===== src/rtl/frame_swap_pkg.sv =====
// frame_swap_pkg: shared constants and sizing helper for the frame-buffer swap controller
package frame_swap_pkg;

    localparam int EDGE_RISE = 0;
    localparam int EDGE_FALL = 1;

    function automatic int clog2(input int n);
        int r;
        r = 0;
        for (int v = 1; v < n; v = v * 2) r++;
        return r;
    endfunction

endpackage


===== src/rtl/eof_edge_det.sv =====
// eof_edge_det: single-cycle end-of-frame edge detector with selectable polarity
module eof_edge_det
    import frame_swap_pkg::*;
#(
    parameter int EDGE_MODE = EDGE_RISE
) (
    input  logic p_clk,
    input  logic srst_p,
    input  logic eof,
    output logic eof_edge
);

    logic eof_d;

    // eof history runs regardless of enable so enabling mid-frame never fakes an edge
    always_ff @(posedge p_clk) eof_d <= srst_p ? 1'b0 : eof;

    assign eof_edge = (EDGE_MODE == EDGE_FALL) ? (~eof & eof_d) : (eof & ~eof_d);

endmodule


===== src/rtl/frame_swap_ctrl_nbuf.sv =====
// frame_swap_ctrl_nbuf: rotates a ring of frame buffers between sensor writer and reader, dropping on overrun
module frame_swap_ctrl_nbuf
    import frame_swap_pkg::*;
#(
    parameter int NUM_BUF   = 2,
    parameter int EDGE_MODE = EDGE_RISE,
    parameter int DECIM     = 1,
    parameter int CNT_W     = 16,
    localparam int IDX_W    = (clog2(NUM_BUF) > 1) ? clog2(NUM_BUF) : 1
) (
    input  logic             p_clk,
    input  logic             srst_p,
    input  logic             enable,
    input  logic             eof,
    input  logic             rd_done,
    output logic [IDX_W-1:0] wr_sel,
    output logic [IDX_W-1:0] rd_sel,
    output logic             rd_valid,
    output logic             swap_p,
    output logic             drop_p,
    output logic [CNT_W-1:0] frame_cnt,
    output logic [CNT_W-1:0] drop_cnt
);

    localparam int FC_W = clog2(NUM_BUF) + 1;
    localparam int DC_W = (clog2(DECIM) > 1) ? clog2(DECIM) : 1;
    localparam logic [IDX_W-1:0] IDX_LAST = IDX_W'(NUM_BUF - 1);
    localparam logic [FC_W-1:0]  FULL_MAX = FC_W'(NUM_BUF - 1);
    localparam logic [DC_W-1:0]  DEC_LAST = DC_W'(DECIM - 1);

    logic            eof_edge;
    logic            det, evt, rel, swap, drop;
    logic [DC_W-1:0] decim_cnt;
    logic [FC_W-1:0] full_cnt;

    eof_edge_det #(.EDGE_MODE(EDGE_MODE)) u_edge (
        .p_clk    (p_clk),
        .srst_p   (srst_p),
        .eof      (eof),
        .eof_edge (eof_edge)
    );

    // a release in the same cycle frees the oldest buffer, so a swap is allowed even when full
    always_comb begin
        det  = eof_edge & enable;
        evt  = det & (decim_cnt == DEC_LAST);
        rel  = rd_done & (full_cnt != '0);
        swap = evt & ((full_cnt < FULL_MAX) | rel);
        drop = evt & ~swap;
    end

    // decimator, ring pointers, occupancy and statistics
    always_ff @(posedge p_clk) begin
        if (srst_p) begin
            decim_cnt <= '0;
            frame_cnt <= '0;
            drop_cnt  <= '0;
            wr_sel    <= '0;
            rd_sel    <= '0;
            full_cnt  <= '0;
            swap_p    <= 1'b0;
            drop_p    <= 1'b0;
        end else begin
            decim_cnt <= det ? ((decim_cnt == DEC_LAST) ? '0 : decim_cnt + DC_W'(1)) : decim_cnt;
            frame_cnt <= frame_cnt + CNT_W'(det);
            drop_cnt  <= drop_cnt + CNT_W'(drop & ~&drop_cnt);
            wr_sel    <= swap ? ((wr_sel == IDX_LAST) ? '0 : wr_sel + IDX_W'(1)) : wr_sel;
            rd_sel    <= rel ? ((rd_sel == IDX_LAST) ? '0 : rd_sel + IDX_W'(1)) : rd_sel;
            full_cnt  <= full_cnt + FC_W'(swap) - FC_W'(rel);
            swap_p    <= swap;
            drop_p    <= drop;
        end
    end

    assign rd_valid = |full_cnt;

endmodule


===== config.mk =====
export PLATFORM = sky130hd
export DESIGN_NAME = frame_swap_ctrl_nbuf
export DESIGN_NICKNAME = d
export VERILOG_FILES = /design/src/rtl/frame_swap_pkg.sv /design/src/rtl/eof_edge_det.sv /design/src/rtl/frame_swap_ctrl_nbuf.sv
export SDC_FILE = /design/constraint.sdc
export NUM_CORES = 1
export LEC_CHECK = 0
export BUFFER_PORTS_ARGS = -buffer_cell sky130_fd_sc_hd__buf_2
export CAP_MARGIN = 20
export CORE_MARGIN = 8
export CORE_UTILIZATION = 52
export DETAILED_ROUTE_END_ITERATION = 7
export PLACE_DENSITY = 0.89
export SLEW_MARGIN = 20
export SYNTH_ARGS = -nofsm -noshare
export SYNTH_HDL_FRONTEND = slang
export SYNTH_HIERARCHICAL = 1
export SYNTH_SLANG_ARGS = --single-unit

===== constraint.sdc =====
create_clock -name p_clk -period 2.9 [get_ports p_clk]
set_input_delay 0.435 -clock p_clk [delete_from_list [all_inputs] [get_ports p_clk]]
set_output_delay 0.435 -clock p_clk [all_outputs]
set_load 0.02 [all_outputs]

# Word level (Yosys, flattened, before mapping)
# Cells that the tools add are included.
dict set report totals {
  in_bits 5
  word_cells 35
  out_inout_bits 37
  regBits 40
}
dict set report op_classes {
  n_bitwise 11
  n_mux 3
  magnitude_cmp 1
  reduce_logical 4
  n_addsub 7
}
# operator count
set op_table {}
lappend op_table {{adder 16 x 1 -> 16 bit} 2}
lappend op_table {{AND reduction 16 bit} 1}
lappend op_table {{bitwise AND 1 bit} 7}
lappend op_table {{adder 1 bit, second input constant} 3}
lappend op_table {{two-way mux 1 bit} 3}
lappend op_table {{inverter 1 bit} 3}
lappend op_table {{adder 2 x 1 -> 2 bit} 1}
lappend op_table {{< comparator 2 x 1 -> 1 bit, second input constant} 1}
lappend op_table {{nonzero test 2 bit} 1}
lappend op_table {{OR reduction 2 bit} 1}
lappend op_table {{subtractor 2 x 1 -> 2 bit} 1}
lappend op_table {{logical NOT 1 bit} 1}
lappend op_table {{bitwise OR 1 bit} 1}

# Depth between registers and ports, before layout
# Gate-level depths: netlist of the first run.
dict set report depth {
  ltp_word 9
  depth_mapped 10
  mapped_depth_nobuf 10
}

# Hierarchy
# Netlist of the first run, hierarchy kept.
# mod area_per_inst_um2 instances cells_each
set modules_own_cells {}
lappend modules_own_cells {frame_swap_ctrl_nbuf 1667.8 1 187}
lappend modules_own_cells {eof_edge_det 47.5 1 3}

# Least setup slack after synthesis of the first run
# OpenSTA, ideal clock, no wires.
dict set report synth_timing {
  kind {reg2reg}
  start {register drop_cnt[6]}
  end {register drop_cnt[12]}
  required_ns 2.772
  t_arrival_ns 2.098
  path_slack_ns 0.674
  path_stages_with_launch 11
  cell_sequence {dfxtp_1 -> and4_1 -> nand2_1 -> nor4_1 -> nor4_1 -> ha_1 -> ha_1 -> and2_1 -> nand4_1 -> xor2_1 -> nor2_1}
}
dict set report synth_between {
  elab_chain_cells 4
}
# element line
set synth_lines {}
lappend synth_lines {{start: declaration} frame_swap_ctrl_nbuf.sv:22} ;# output logic [CNT_W-1:0] drop_cnt
lappend synth_lines {{start signal: assignment} frame_swap_ctrl_nbuf.sv:66} ;# drop_cnt <= drop_cnt + CNT_W'(drop & ~&drop_cnt);
lappend synth_lines {{AND reduction 16 bit} frame_swap_ctrl_nbuf.sv:66}
lappend synth_lines {{logical NOT 1 bit} frame_swap_ctrl_nbuf.sv:66}
lappend synth_lines {{bitwise AND 1 bit} frame_swap_ctrl_nbuf.sv:66}
lappend synth_lines {{adder 16 x 1 -> 16 bit *} frame_swap_ctrl_nbuf.sv:66}
# Every way passes the cells marked *; elsewhere a longest branch is shown, timed or not.
# A chain may end at the register's enable or synchronous reset.

# Final worst setup path of the first run
# Same ends and word-level chain as after synthesis.

==> Flow_metrics.wiki, run 1 <==
{| class="wikitable"
! Metric !! Value
|-
| Number of routed nets with antenna violations || 0
|-
| Number of synthesis warnings || 6
|-
| Final estimated routing congestion in global placement || 0.876
|-
| Proportion of register bits with asynchronous set or reset after synthesis || 0%
|-
| Endpoint class of the critical path || flop
|-
| Required time of the critical path || 3.11 ns
|-
| Count of fill cells added during filler insertion || 296
|-
| Area share of the largest cell type after synthesis || approximately 46%
|-
| Worst hold path class || input port to flop
|-
| Detailed Routing Iterations Pass 1 || 4
|-
| Mean cell area of the mapped netlist || 9.03 µm²
|-
| Average vias per placed instance || 5.09
|-
| CTS Hold Buffers Added || 0
|-
| Via count of the first global-routing pass || 1,350
|-
| Cell internal power dissipation || 748 µW
|-
| Least-Margin Pin Slew || between 0.7 and 0.8 ns
|-
| Logic pwr share || 17.4%
|-
| Tmin final || 2.30 ns
|-
| Class of the most critical setup path || flop to flop
|-
| Primary FF master, synth || dfxtp_1
|-
| Syn-to-layout area delta || 17.4%
|-
| GRT overflow || 0
|-
| Clock insertion delay at the later pin of the skew report || 0.34 ns
|-
| Fraction of final layout cells sized beyond drive strength 1 || about a quarter
|-
| Pin count of the biggest net entering global routing || 41
|-
| Count of maximum capacitance violations || 0
|-
| Register-to-register setup slack || 0.60 ns
|-
| Fin. max-slew vios || 0
|-
| Leading area contributor after synthesis || dfxtp_1
|-
| Worst VDD drop || 0.241 mV
|-
| Clock transition at the registers of the reported paths || 0.11 ns
|-
| Final worst-path cycle share || 79.2%
|-
| CTS Root Buffer Type || clkbuf_4
|-
| Critical path launch point type || flop
|-
| Count of unique library cells instantiated by Yosys || 27
|-
| Cts bufs inserted || 5
|-
| Data arrival time of the critical path || about 2.5 ns
|-
| Final TNS setup || 0 ns
|-
| Syn Std Cell Area || between 0.0015 and 0.002 mm²
|-
| DP HPWL || 2570 µm
|-
| Height of the chip || 73.4 µm
|-
| Pleak || 0.000874 µW
|-
| Ranking of synthesized cells by instance count || dfxtp_1 (39), nor2_1 (36), xnor2_1 (18), nand3_1 (12), xor2_1 (12)
|-
| Clock tree from TritonCTS || done
|-
| Unrepaired setup endpoints after global routing || false
|-
| Clock Skew || 0.00495 ns
|-
| Sequential power share || 55.7%
|-
| Initial antenna violation count || 0
|-
| Number of H-tree levels || 2
|-
| Synthesized instance count || 190
|-
| Synthesized flop and latch total || 39
|-
| Sequential-to-total area share from yosys stat || roughly 46%
|-
| Net count reported at finish || 244
|-
| Count leader, synth || dfxtp_1
|-
| Starting utilization of the core area || 52.6%
|-
| Net load switching power || slightly below 300 µW
|-
| # setup viols final || 0
|-
| Run status || finished, final reports clean
|-
| Switching Share || 28.0%
|-
| Combined global-route utilization of all metal layers || between 10% and 20%
|-
| Mean routed wirelength per cell || 12.4 µm
|-
| Top-level I/O count || 42
|-
| Post-layout utilization of the core || 61.8%
|-
| Core area || 0.00326 mm²
|-
| Number of clock sinks seen by CTS || 39
|-
| Max clock buf depth || 2
|-
| Count of final hold-check violations || 0
|-
| Slew HR || 53.3%
|-
| Post-CTS Setup Inserts || 0
|-
| Power per Cell Area || 515 mW/mm²
|-
| Number of enable-type register cells in the synthesized netlist || 0
|-
| Post-synthesis net count || 201
|-
| Routed WL || 3470 µm
|-
| Post-cts sizing count || 0
|-
| Cells taking the most area after synthesis || dfxtp_1 (46%), xnor2_1 (9.2%), nor2_1 (7.9%)
|-
| Die boundary width || 73.4 µm
|-
| Total DRC errors in the routed layout || 0
|-
| Fmax || 0.435 GHz
|-
| Antenna diode instance count || 0
|-
| First-pass GRT wire length || 5970 µm
|-
| Number of standard-cell rows in the floorplan || 21
|-
| First DRT Iteration DRCs || 100
|-
| Total number of vias || 1,420
|-
| Maximum net fanout on the critical path || 7
|-
| Part of the power in the clock network || a little over a quarter
|-
| Area enclosed by the die boundary || 0.00539 mm²
|-
| Buffers added on ports || between 40 and 50
|}
worst paths after layout:
| path | depth (start not counted) | end | from |
|---|---|---|---|
| worst max-delay path | 10 | drop_cnt[12] | drop_cnt[6] |
| worst min register to register | 2 | full_cnt[1] | full_cnt[1] |
| worst min-delay path | 2 | drop_p | rd_done |
| worst max register to register | 10 | drop_cnt[12] | drop_cnt[6] |
cells in the final DEF (no fill, tap or decap), drive strengths merged:
master  count
nor3        6
and4        2
xnor2      18
a31o        1
nand3      12
or3         1
o21bai      1
and2        2
dfxtp      39
nor4        8
o21ai       1
a21oi       2
nand2b      1
nand4      11
clkbuf      6
buf        41
nand2       9
xor2       12
nor2b       8
inv         9
ha          6
clkinv      1
nor2       36
critical path, stage by stage (launching register included):
cell and delay [ns]:
dfxtp_1 0.45, and4_1 0.29, nand2_1 0.07, nor4_1 0.28, nor4_1 0.08, ha_1 0.24
ha_1 0.29, and2_1 0.19, nand4_1 0.09, xor2_1 0.15, nor2_1 0.05
flip-flops by register name, summed over array words and instances (netlist names):
register / flops
swap_p: 1
rd_sel: 1
drop_p: 1
wr_sel: 1
full_cnt: 2
u_edge/eof_d: 1
frame_cnt: 16
drop_cnt: 16
cell families (layout without fill, tap and decap cells):
logic type | Yosys count | after routing | synth area share [%]
AND/OR/NAND/NOR | 96 | 96 | 29.8
flip-flops | 39 | 39 | 45.5
XOR/XNOR | 30 | 30 | 15.3
buffers and inverters | 14 | 57 | 3.14
adder cells (fa/ha/maj) | 6 | 6 | 4.38
AO/OA/AOI/OAI | 5 | 5 | 1.82
power by group through the flow:
stage	sequential (µW)	combinational (µW)	clock (µW)
3_3_place_gp	590	176	0
3_5_place_dp	591	181	0
4_1_cts	579	183	286
2_1_floorplan	604	121	0
6_report	579	180	279
5_1_grt	584	204	316
metrics by stage:
stage               cells  setup WS [ns]  area [µm²]  hold slack, ns  total power (µW)
floorplan             190          0.674        1720           0.485               725
global route          279          0.426        2010           0.275              1100
finish                279          0.602        2010           0.302              1040
detailed placement    272          0.616        1960           0.508               773
CTS                   279          0.610        2010           0.296              1050
global placement      272          0.697        1960           0.491               766
layer usage:
layer | global-route usage [%] | up-vias | part of all wire (%)
li1 | - | 725 | -
met5 | 0 | - | 0
met1 | 16.7 | 647 | 46
met3 | 4.91 | 5 | 7.2
met2 | 21.7 | 43 | 45
met4 | 5.99 | 0 | 1.6
area by class of cell:
cell class | count | area (µm²) | area share (%)
clock buffer | 6 | 51.3 | 2.55
clock inverter | 1 | 5.00 | 0.248
sequential | 39 | 781 | 38.8
inverter | 9 | 33.8 | 1.68
tap | 46 | 57.6 | 2.86
multi-input combinational | 137 | 881 | 43.7
timing repair buffer | 41 | 205 | 10.2
No activity file was read; power rests on OpenSTA's default activity.
==> inputs of run 2 (changes only) <==
==> constraint.sdc (replaced) <==
create_clock -name p_clk -period 2.4 [get_ports p_clk]
set_input_delay 0.36 -clock p_clk [delete_from_list [all_inputs] [get_ports p_clk]]
set_output_delay 0.36 -clock p_clk [all_outputs]
set_load 0.02 [all_outputs]
==> Flow_metrics.wiki, run 2 (synthesis results as in run 1) <==
{| class="wikitable"
! Metric !! Value
|-
| Count of final hold-check violations || 0 (unchanged)
|-
| Via count of the first global-routing pass || 1,431 (was 1,350)
|-
| Cell internal power dissipation || 904 µW (was 748 µW)
|-
| Part of the power in the clock network || 26.7% (was 26.9%)
|-
| Net count reported at finish || 246 (was 244)
|-
| Pleak || 0.000886 µW (was 0.000874 µW)
|-
| Endpoint class of the critical path || flop (unchanged)
|-
| Count of maximum capacitance violations || 0 (unchanged)
|-
| Register-to-register setup slack || 0.18 ns (was 0.60 ns)
|-
| Power per Cell Area || 614 mW/mm² (was 515 mW/mm²)
|-
| Top flop regs || drop_cnt x16, frame_cnt x16, full_cnt x2 (unchanged)
|-
| Fin. max-slew vios || 0 (unchanged)
|-
| Sequential power share || 55.8% (was 55.7%)
|-
| Total power || 1250 µW (was 1040 µW)
|-
| Slew HR || 79.3% (was 53.3%)
|-
| Clock tree from TritonCTS || done (unchanged)
|-
| Starting utilization of the core area || 52.6% (unchanged)
|-
| Fraction of final layout cells sized beyond drive strength 1 || 26.0% (was 24.0%)
|-
| Number of standard-cell rows in the floorplan || 21 (unchanged)
|-
| Max clock buf depth || 2 (unchanged)
|-
| Pin count of the biggest net entering global routing || 27 (was 41)
|-
| Detailed Routing Iterations Pass 1 || 4 (unchanged)
|-
| Routed WL || 3600 µm (was 3470 µm)
|-
| Clock insertion delay at the later pin of the skew report || 0.34 ns (about the same)
|-
| Worst hold path class || input port to flop (unchanged)
|-
| Unrepaired setup endpoints after global routing || false (unchanged)
|-
| CTS Root Buffer Type || clkbuf_4 (unchanged)
|-
| Die boundary width || 73.4 µm (unchanged)
|-
| Critical path launch point type || flop (unchanged)
|-
| Net load switching power || 348 µW (was 290 µW)
|-
| First-pass GRT wire length || 6210 µm (was 5970 µm)
|-
| Buffers added on ports || 41 (unchanged)
|-
| Combined global-route utilization of all metal layers || 14.7% (was 13.9%)
|-
| Post-CTS Setup Inserts || 0 (unchanged)
|-
| Capture instance of the worst register-to-register path || drop_cnt[12] (unchanged)
|-
| Height of the chip || 73.4 µm (unchanged)
|-
| First DRT Iteration DRCs || 82 (was 100)
|-
| Area enclosed by the die boundary || 0.00539 mm² (unchanged)
|-
| Least-Margin Pin Slew || 0.307 ns (was 0.701 ns)
|-
| Required time of the critical path || 2.64 ns (was 3.11 ns)
|-
| Average vias per placed instance || 5.06 (was 5.09)
|-
| Top-level I/O count || 42 (unchanged)
|-
| Worst hold-check slack || 0.222 ns (was 0.302 ns)
|-
| Cts bufs inserted || 5 (unchanged)
|-
| Total number of vias || 1,422 (was 1,420)
|-
| Count of fill cells added during filler insertion || 311 (was 296)
|-
| Data arrival time of the critical path || 2.46 ns (was 2.51 ns)
|-
| Clock transition at the registers of the reported paths || 0.10 ns (was 0.11 ns)
|-
| Logic pwr share || 17.5% (was 17.4%)
|-
| Clock Skew || 0.00464 ns (was 0.00495 ns)
|-
| Total DRC errors in the routed layout || 0 (unchanged)
|-
| Antenna diode instance count || 0 (unchanged)
|-
| Core area || 0.00326 mm² (unchanged)
|-
| # setup viols final || 0 (unchanged)
|-
| Final TNS setup || 0 ns (unchanged)
|-
| Fmax || 0.450 GHz (was 0.435 GHz)
|-
| Startpoint of the most critical hold path || rd_done (unchanged)
|-
| Switching Share || 27.8% (was 28.0%)
|-
| Leading cell type in the layout, fill and taps excluded || buf_2 (unchanged)
|-
| CTS Hold Buffers Added || 0 (unchanged)
|-
| Syn-to-layout area delta || 18.8% (was 17.4%)
|-
| Maximum net fanout on the critical path || 7 (unchanged)
|-
| Most frequent cells in the layout || buf_2 (41), dfxtp_1 (37), nor2_1 (36) (was buf_2 (41), dfxtp_1 (39), nor2_1 (36))
|-
| Final estimated routing congestion in global placement || 0.922 (was 0.876)
|-
| Tmin final || 2.22 ns (was 2.30 ns)
|-
| Final worst-path cycle share || 92.5% (was 79.2%)
|-
| Worst setup path endpoint || drop_cnt[12] (unchanged)
|-
| Number of routed nets with antenna violations || 0 (unchanged)
|-
| Mean routed wirelength per cell || 12.8 µm (was 12.4 µm)
|-
| Number of H-tree levels || 2 (unchanged)
|-
| DP HPWL || 2700 µm (was 2570 µm)
|-
| Count of cells along the worst register-to-register path || 10 (unchanged)
|-
| Number of clock sinks seen by CTS || 39 (unchanged)
|-
| R2R Path Start || drop_cnt[9] (was drop_cnt[6])
|-
| GRT overflow || 0 (unchanged)
|-
| Initial antenna violation count || 0 (unchanged)
|-
| Start point of the critical path || drop_cnt[9] (was drop_cnt[6])
|-
| Class of the most critical setup path || flop to flop (unchanged)
|-
| Run status || finished, final reports clean (unchanged)
|-
| Worst VDD drop || 0.316 mV (was 0.241 mV)
|}
[run 2: final cells by class]
| cell class | instances | area (µm²) | area share [%] |
|---|---|---|---|
| multi-input cells | 137 | 887 | 43.5 |
| flip-flops and latches | 39 | 783 | 38.4 |
| repair buffers | 43 | 220 | 10.8 |
| well taps | 46 | 57.6 | 2.82 |
| clock buffers | 6 | 51.3 | 2.52 |
| inverters | 9 | 33.8 | 1.66 |
| clock inverters | 1 | 5.00 | 0.246 |
[run 2: through the flow]
step | cell area, µm² | instances | utilization, % | worst slack (ns)
2_1_floorplan | 1720 | 190 | - | 0.174
3_3_place_gp | 1970 | 274 | 60.6 | 0.234
3_5_place_dp | 1970 | 274 | 60.6 | 0.123
4_1_cts | 2030 | 281 | 62.3 | 0.106
5_1_grt | 2040 | 281 | 62.6 | 0.0160
6_report | 2040 | 281 | 62.6 | 0.180
[run 2: worst min path at each step]
stage,cells after the start,to
final,2,drop_p
after global routing,2,drop_p
after CTS,2,drop_p
after detailed placement,2,wr_sel
after global placement,2,wr_sel
after floorplan,1,u_edge/eof_d
[run 2: power by group through the flow]
stage	clock network (µW)	logic [µW]	registers [µW]
detailed placement	0	223	715
global placement	0	214	713
global route	376	252	704
CTS	346	224	700
floorplan	0	146	729
finish	334	219	699
[run 2: worst max-delay path, cell delays in order, from the launching register on]
cell	delay (ns)
dfxtp_1	0.39
and4_1	0.28
nand2_1	0.09
nor4_2	0.29
nor4_1	0.08
ha_1	0.23
ha_1	0.28
and2_1	0.19
nand4_1	0.09
xor2_1	0.15
nor2_1	0.05
[run 2: timing repair]
action | CTS | global route
gates resized for setup | 0 | 3
setup endpoints to repair | 0 | 1
endpoints found under the hold margin | 0 | 0
[run 2: metal layers]
layer | part of all wire [%] | GRT usage (%) | vias to the layer above
li1 | - | - | 723
met1 | 45 | 17.1 | 657
met2 | 47 | 23.3 | 33
met3 | 5.9 | 5.32 | 9
met4 | 2.3 | 6.65 | 0
met5 | 0 | 0 | -
==> inputs of run 3 (changes only) <==
--- a/config.mk
+++ b/config.mk
@@ -14,5 +14,4 @@
 export SLEW_MARGIN = 20
 export SYNTH_ARGS = -nofsm -noshare
 export SYNTH_HDL_FRONTEND = slang
-export SYNTH_HIERARCHICAL = 1
 export SYNTH_SLANG_ARGS = --single-unit
==> Flow_metrics.wiki, run 3 <==
{| class="wikitable"
! Metric !! Value
|-
| Top-level I/O count || 42 (unchanged)
|-
| CTS Hold Buffers Added || 0 (unchanged)
|-
| Required time of the critical path || 2.64 ns (about the same)
|-
| Cells taking the most area after synthesis || dfxtp_1 (46%), xnor2_1 (8.7%), nor2_1 (7.5%) (was dfxtp_1 (46%), xnor2_1 (9.2%), nor2_1 (7.9%))
|-
| Mean cell area of the mapped netlist || 9.20 µm² (was 9.03 µm²)
|-
| Total number of vias || 1,401 (was 1,422)
|-
| # placed instances || 267 (was 274)
|-
| Antenna diode instance count || 0 (unchanged)
|-
| Endpoint with the worst hold slack || u_edge.eof_d (was drop_p)
|-
| Total power || 1230 µW (was 1250 µW)
|-
| Class of the most critical setup path || flop to flop (unchanged)
|-
| Number of standard-cell rows in the floorplan || 20 (was 21)
|-
| Max clock buf depth || 2 (unchanged)
|-
| Count of fill cells added during filler insertion || 256 (was 311)
|-
| Placement Setup Slack || 0.235 ns (was 0.123 ns)
|-
| Count of maximum capacitance violations || 0 (unchanged)
|-
| Unrepaired setup endpoints after global routing || false (unchanged)
|-
| Fraction of final layout cells sized beyond drive strength 1 || 24.7% (was 26.0%)
|-
| Final worst-path cycle share || 89.0% (was 92.5%)
|-
| Clock insertion delay at the later pin of the skew report || 0.34 ns (about the same)
|-
| Clock Skew || 0.00503 ns (was 0.00464 ns)
|-
| Routed WL || 3680 µm (was 3600 µm)
|-
| Clock transition at the registers of the reported paths || 0.11 ns (was 0.10 ns)
|-
| Post-CTS Setup Inserts || 0 (unchanged)
|-
| Via count of the first global-routing pass || 1,407 (was 1,431)
|-
| Average vias per placed instance || 5.09 (was 5.06)
|-
| Count of final hold-check violations || 0 (unchanged)
|-
| Top flop regs || drop_cnt x16, frame_cnt x16, full_cnt x2 (unchanged)
|-
| Most frequent cells in the layout || buf_2 (41), dfxtp_1 (38), nor2_1 (34) (was buf_2 (41), dfxtp_1 (37), nor2_1 (36))
|-
| Syn Std Cell Area || 0.00170 mm² (was 0.00172 mm²)
|-
| Number of routed nets with antenna violations || 0 (unchanged)
|-
| Number of clock sinks seen by CTS || 39 (unchanged)
|-
| Height of the chip || 73.2 µm (was 73.4 µm)
|-
| CTS Root Buffer Type || clkbuf_4 (unchanged)
|-
| Critical path launch point type || flop (unchanged)
|-
| Register-to-register setup slack || 0.26 ns (was 0.18 ns)
|-
| Starting utilization of the core area || 55.3% (was 52.6%)
|-
| GRT overflow || 0 (unchanged)
|-
| Count leader, synth || dfxtp_1 (unchanged)
|-
| Endpoint class of the critical path || flop (unchanged)
|-
| Count of unique library cells instantiated by Yosys || 30 (was 27)
|-
| Proportion of register bits with asynchronous set or reset after synthesis || 0% (unchanged)
|-
| Area share of the largest cell type after synthesis || 45.8% (was 45.5%)
|-
| Capture instance of the worst register-to-register path || drop_cnt[8] (was drop_cnt[12])
|-
| Setup slack after layout || 0.263 ns (was 0.180 ns)
|-
| Fmax || 0.468 GHz (was 0.450 GHz)
|-
| Total DRC errors in the routed layout || 0 (unchanged)
|-
| R2R Path Start || drop_cnt[3] (was drop_cnt[9])
|-
| Syn-to-layout area delta || 19.5% (was 18.8%)
|-
| Die boundary width || 73.2 µm (was 73.4 µm)
|-
| Number of H-tree levels || 2 (unchanged)
|-
| Detailed Routing Iterations Pass 1 || 4 (unchanged)
|-
| Synthesized flop and latch total || 39 (unchanged)
|-
| Hold Path Cell Cnt || 2 (unchanged)
|-
| # setup viols final || 0 (unchanged)
|-
| Worst hold path class || input port to flop (unchanged)
|-
| Final TNS setup || 0 ns (unchanged)
|-
| Ranking of synthesized cells by instance count || dfxtp_1 (39), nor2_1 (34), xnor2_1 (17), nand3_1 (11), xor2_1 (11) (was dfxtp_1 (39), nor2_1 (36), xnor2_1 (18), nand3_1 (12), xor2_1 (12))
|-
| Combined global-route utilization of all metal layers || 14.4% (was 14.7%)
|-
| First-pass GRT wire length || 6100 µm (was 6210 µm)
|-
| Synthesized instance count || 185 (was 190)
|-
| Pleak || 0.000908 µW (was 0.000886 µW)
|-
| Slew HR || 70.1% (was 79.3%)
|-
| Net count reported at finish || 241 (was 246)
|-
| Worst VDD drop || 0.403 mV (was 0.316 mV)
|-
| DP HPWL || 2700 µm (about the same)
|-
| Leading cell type in the layout, fill and taps excluded || buf_2 (unchanged)
|-
| Area enclosed by the die boundary || 0.00536 mm² (was 0.00539 mm²)
|-
| Cts bufs inserted || 5 (unchanged)
|-
| Count of cells along the worst register-to-register path || 8 (was 10)
|-
| First DRT Iteration DRCs || 86 (was 82)
|-
| Power per Cell Area || 604 mW/mm² (was 614 mW/mm²)
|-
| Final cell count without fillers || 275 (was 281)
|-
| Least-Margin Pin Slew || 0.443 ns (was 0.307 ns)
|-
| Number of synthesis warnings || 0 (was 6)
|-
| Primary FF master, synth || dfxtp_1 (unchanged)
|-
| Startpoint of the most critical hold path || eof (was rd_done)
|-
| Pin count of the biggest net entering global routing || 29 (was 27)
|-
| Post-synthesis net count || 196 (was 201)
|-
| Clock tree from TritonCTS || done (unchanged)
|-
| Fin. max-slew vios || 0 (unchanged)
|-
| Mean routed wirelength per cell || 13.4 µm (was 12.8 µm)
|-
| Data arrival time of the critical path || 2.37 ns (was 2.46 ns)
|-
| Core area || 0.00308 mm² (was 0.00326 mm²)
|-
| Sequential-to-total area share from yosys stat || 45.8% (was 45.5%)
|-
| Run status || finished, final reports clean (unchanged)
|-
| Leading area contributor after synthesis || dfxtp_1 (unchanged)
|-
| Initial antenna violation count || 0 (unchanged)
|-
| Buffers added on ports || 41 (unchanged)
|-
| Maximum net fanout on the critical path || 7 (unchanged)
|-
| Number of enable-type register cells in the synthesized netlist || 0 (unchanged)
|-
| Tmin final || 2.14 ns (was 2.22 ns)
|-
| Final estimated routing congestion in global placement || 0.864 (was 0.922)
|}
-- run 3: changes by cell type in the layout (fill, tap and decap cells not counted), sizes merged, moves of 2 or more --
cell,change
nand4,-4
and3,+2
mux2,+2
nor2,-2
nor3,-2
nor4b,+2
o21ai,+2
-- run 3: how the worst max path moves through the flow --
stage                            from            to  slack [ns]  cells past startpoint
after floorplan           drop_cnt[6]  drop_cnt[12]        0.22                     10
after global placement    drop_cnt[3]  drop_cnt[12]        0.38                      9
after detailed placement  drop_cnt[2]  drop_cnt[12]        0.23                      9
after CTS                 drop_cnt[2]  drop_cnt[12]        0.20                      9
after global routing      drop_cnt[3]  drop_cnt[12]        0.03                      9
final                     drop_cnt[3]   drop_cnt[8]        0.26                      8
-- run 3: cell type report --
cell class                 count  area [µm²]  share of cell area (%)
timing repair buffer          43         220                    10.8
inverter                       8        30.0                    1.48
clock inverter                 1        5.00                   0.246
tap                           44        55.1                    2.71
clock buffer                   7        45.0                    2.21
multi-input combinational    133         897                    44.1
sequential                    39         782                    38.4
-- run 3: power by group --
part / total (µW) / switching [µW] / internal (µW) / leakage [µW]
Clock: 317 / 202 / 114 / 0.0000293
Sequential: 699 / 19.3 / 680 / 0.000316
Combinational: 212 / 126 / 86.8 / 0.000563
-- run 3: critical path, stage by stage (launching register included) --
cell	delay [ns]
dfxtp_1	0.50
nand4_4	0.21
nor4_4	0.34
a31oi_1	0.12
ha_1	0.23
ha_1	0.28
nand4_1	0.14
xor2_1	0.15
nor2_1	0.06
-- run 3: through the flow --
stage / util (%) / hold slack (ns) / instance area [µm²]
floorplan: - / 0.485 / 1700
global placement: 63.7 / 0.491 / 1960
detailed placement: 63.7 / 0.505 / 1960
CTS: 65.3 / 0.238 / 2010
global route: 66.1 / 0.252 / 2030
finish: 66.1 / 0.254 / 2030
-- run 3: kinds of logic after synthesis --
kind of cell | count (synthesis) | share of synthesized area [%]
flip-flops | 39 | 45.8
XOR/XNOR | 28 | 14.4
AO/OA/AOI/OAI | 6 | 1.84
AND/OR/NAND/NOR | 91 | 29.3
adder cells (fa/ha/maj) | 6 | 4.41
multiplexers | 2 | 1.32
buffers and inverters | 13 | 2.87
-- run 3: per-layer routing --
layer / wire length (µm) / vias up / GRT usage, %
li1: - / 713 / -
met1: 1570 / 646 / 14.7
met2: 1810 / 35 / 24.9
met3: 211 / 7 / 5.49
met4: 86 / 0 / 7.56
met5: 0 / - / 0
-- run 3: repair_timing --
item | in CTS | in global routing
setup endpoints to repair | 0 | 7
resized for setup | 0 | 4
hold endpoints to repair | 0 | 0
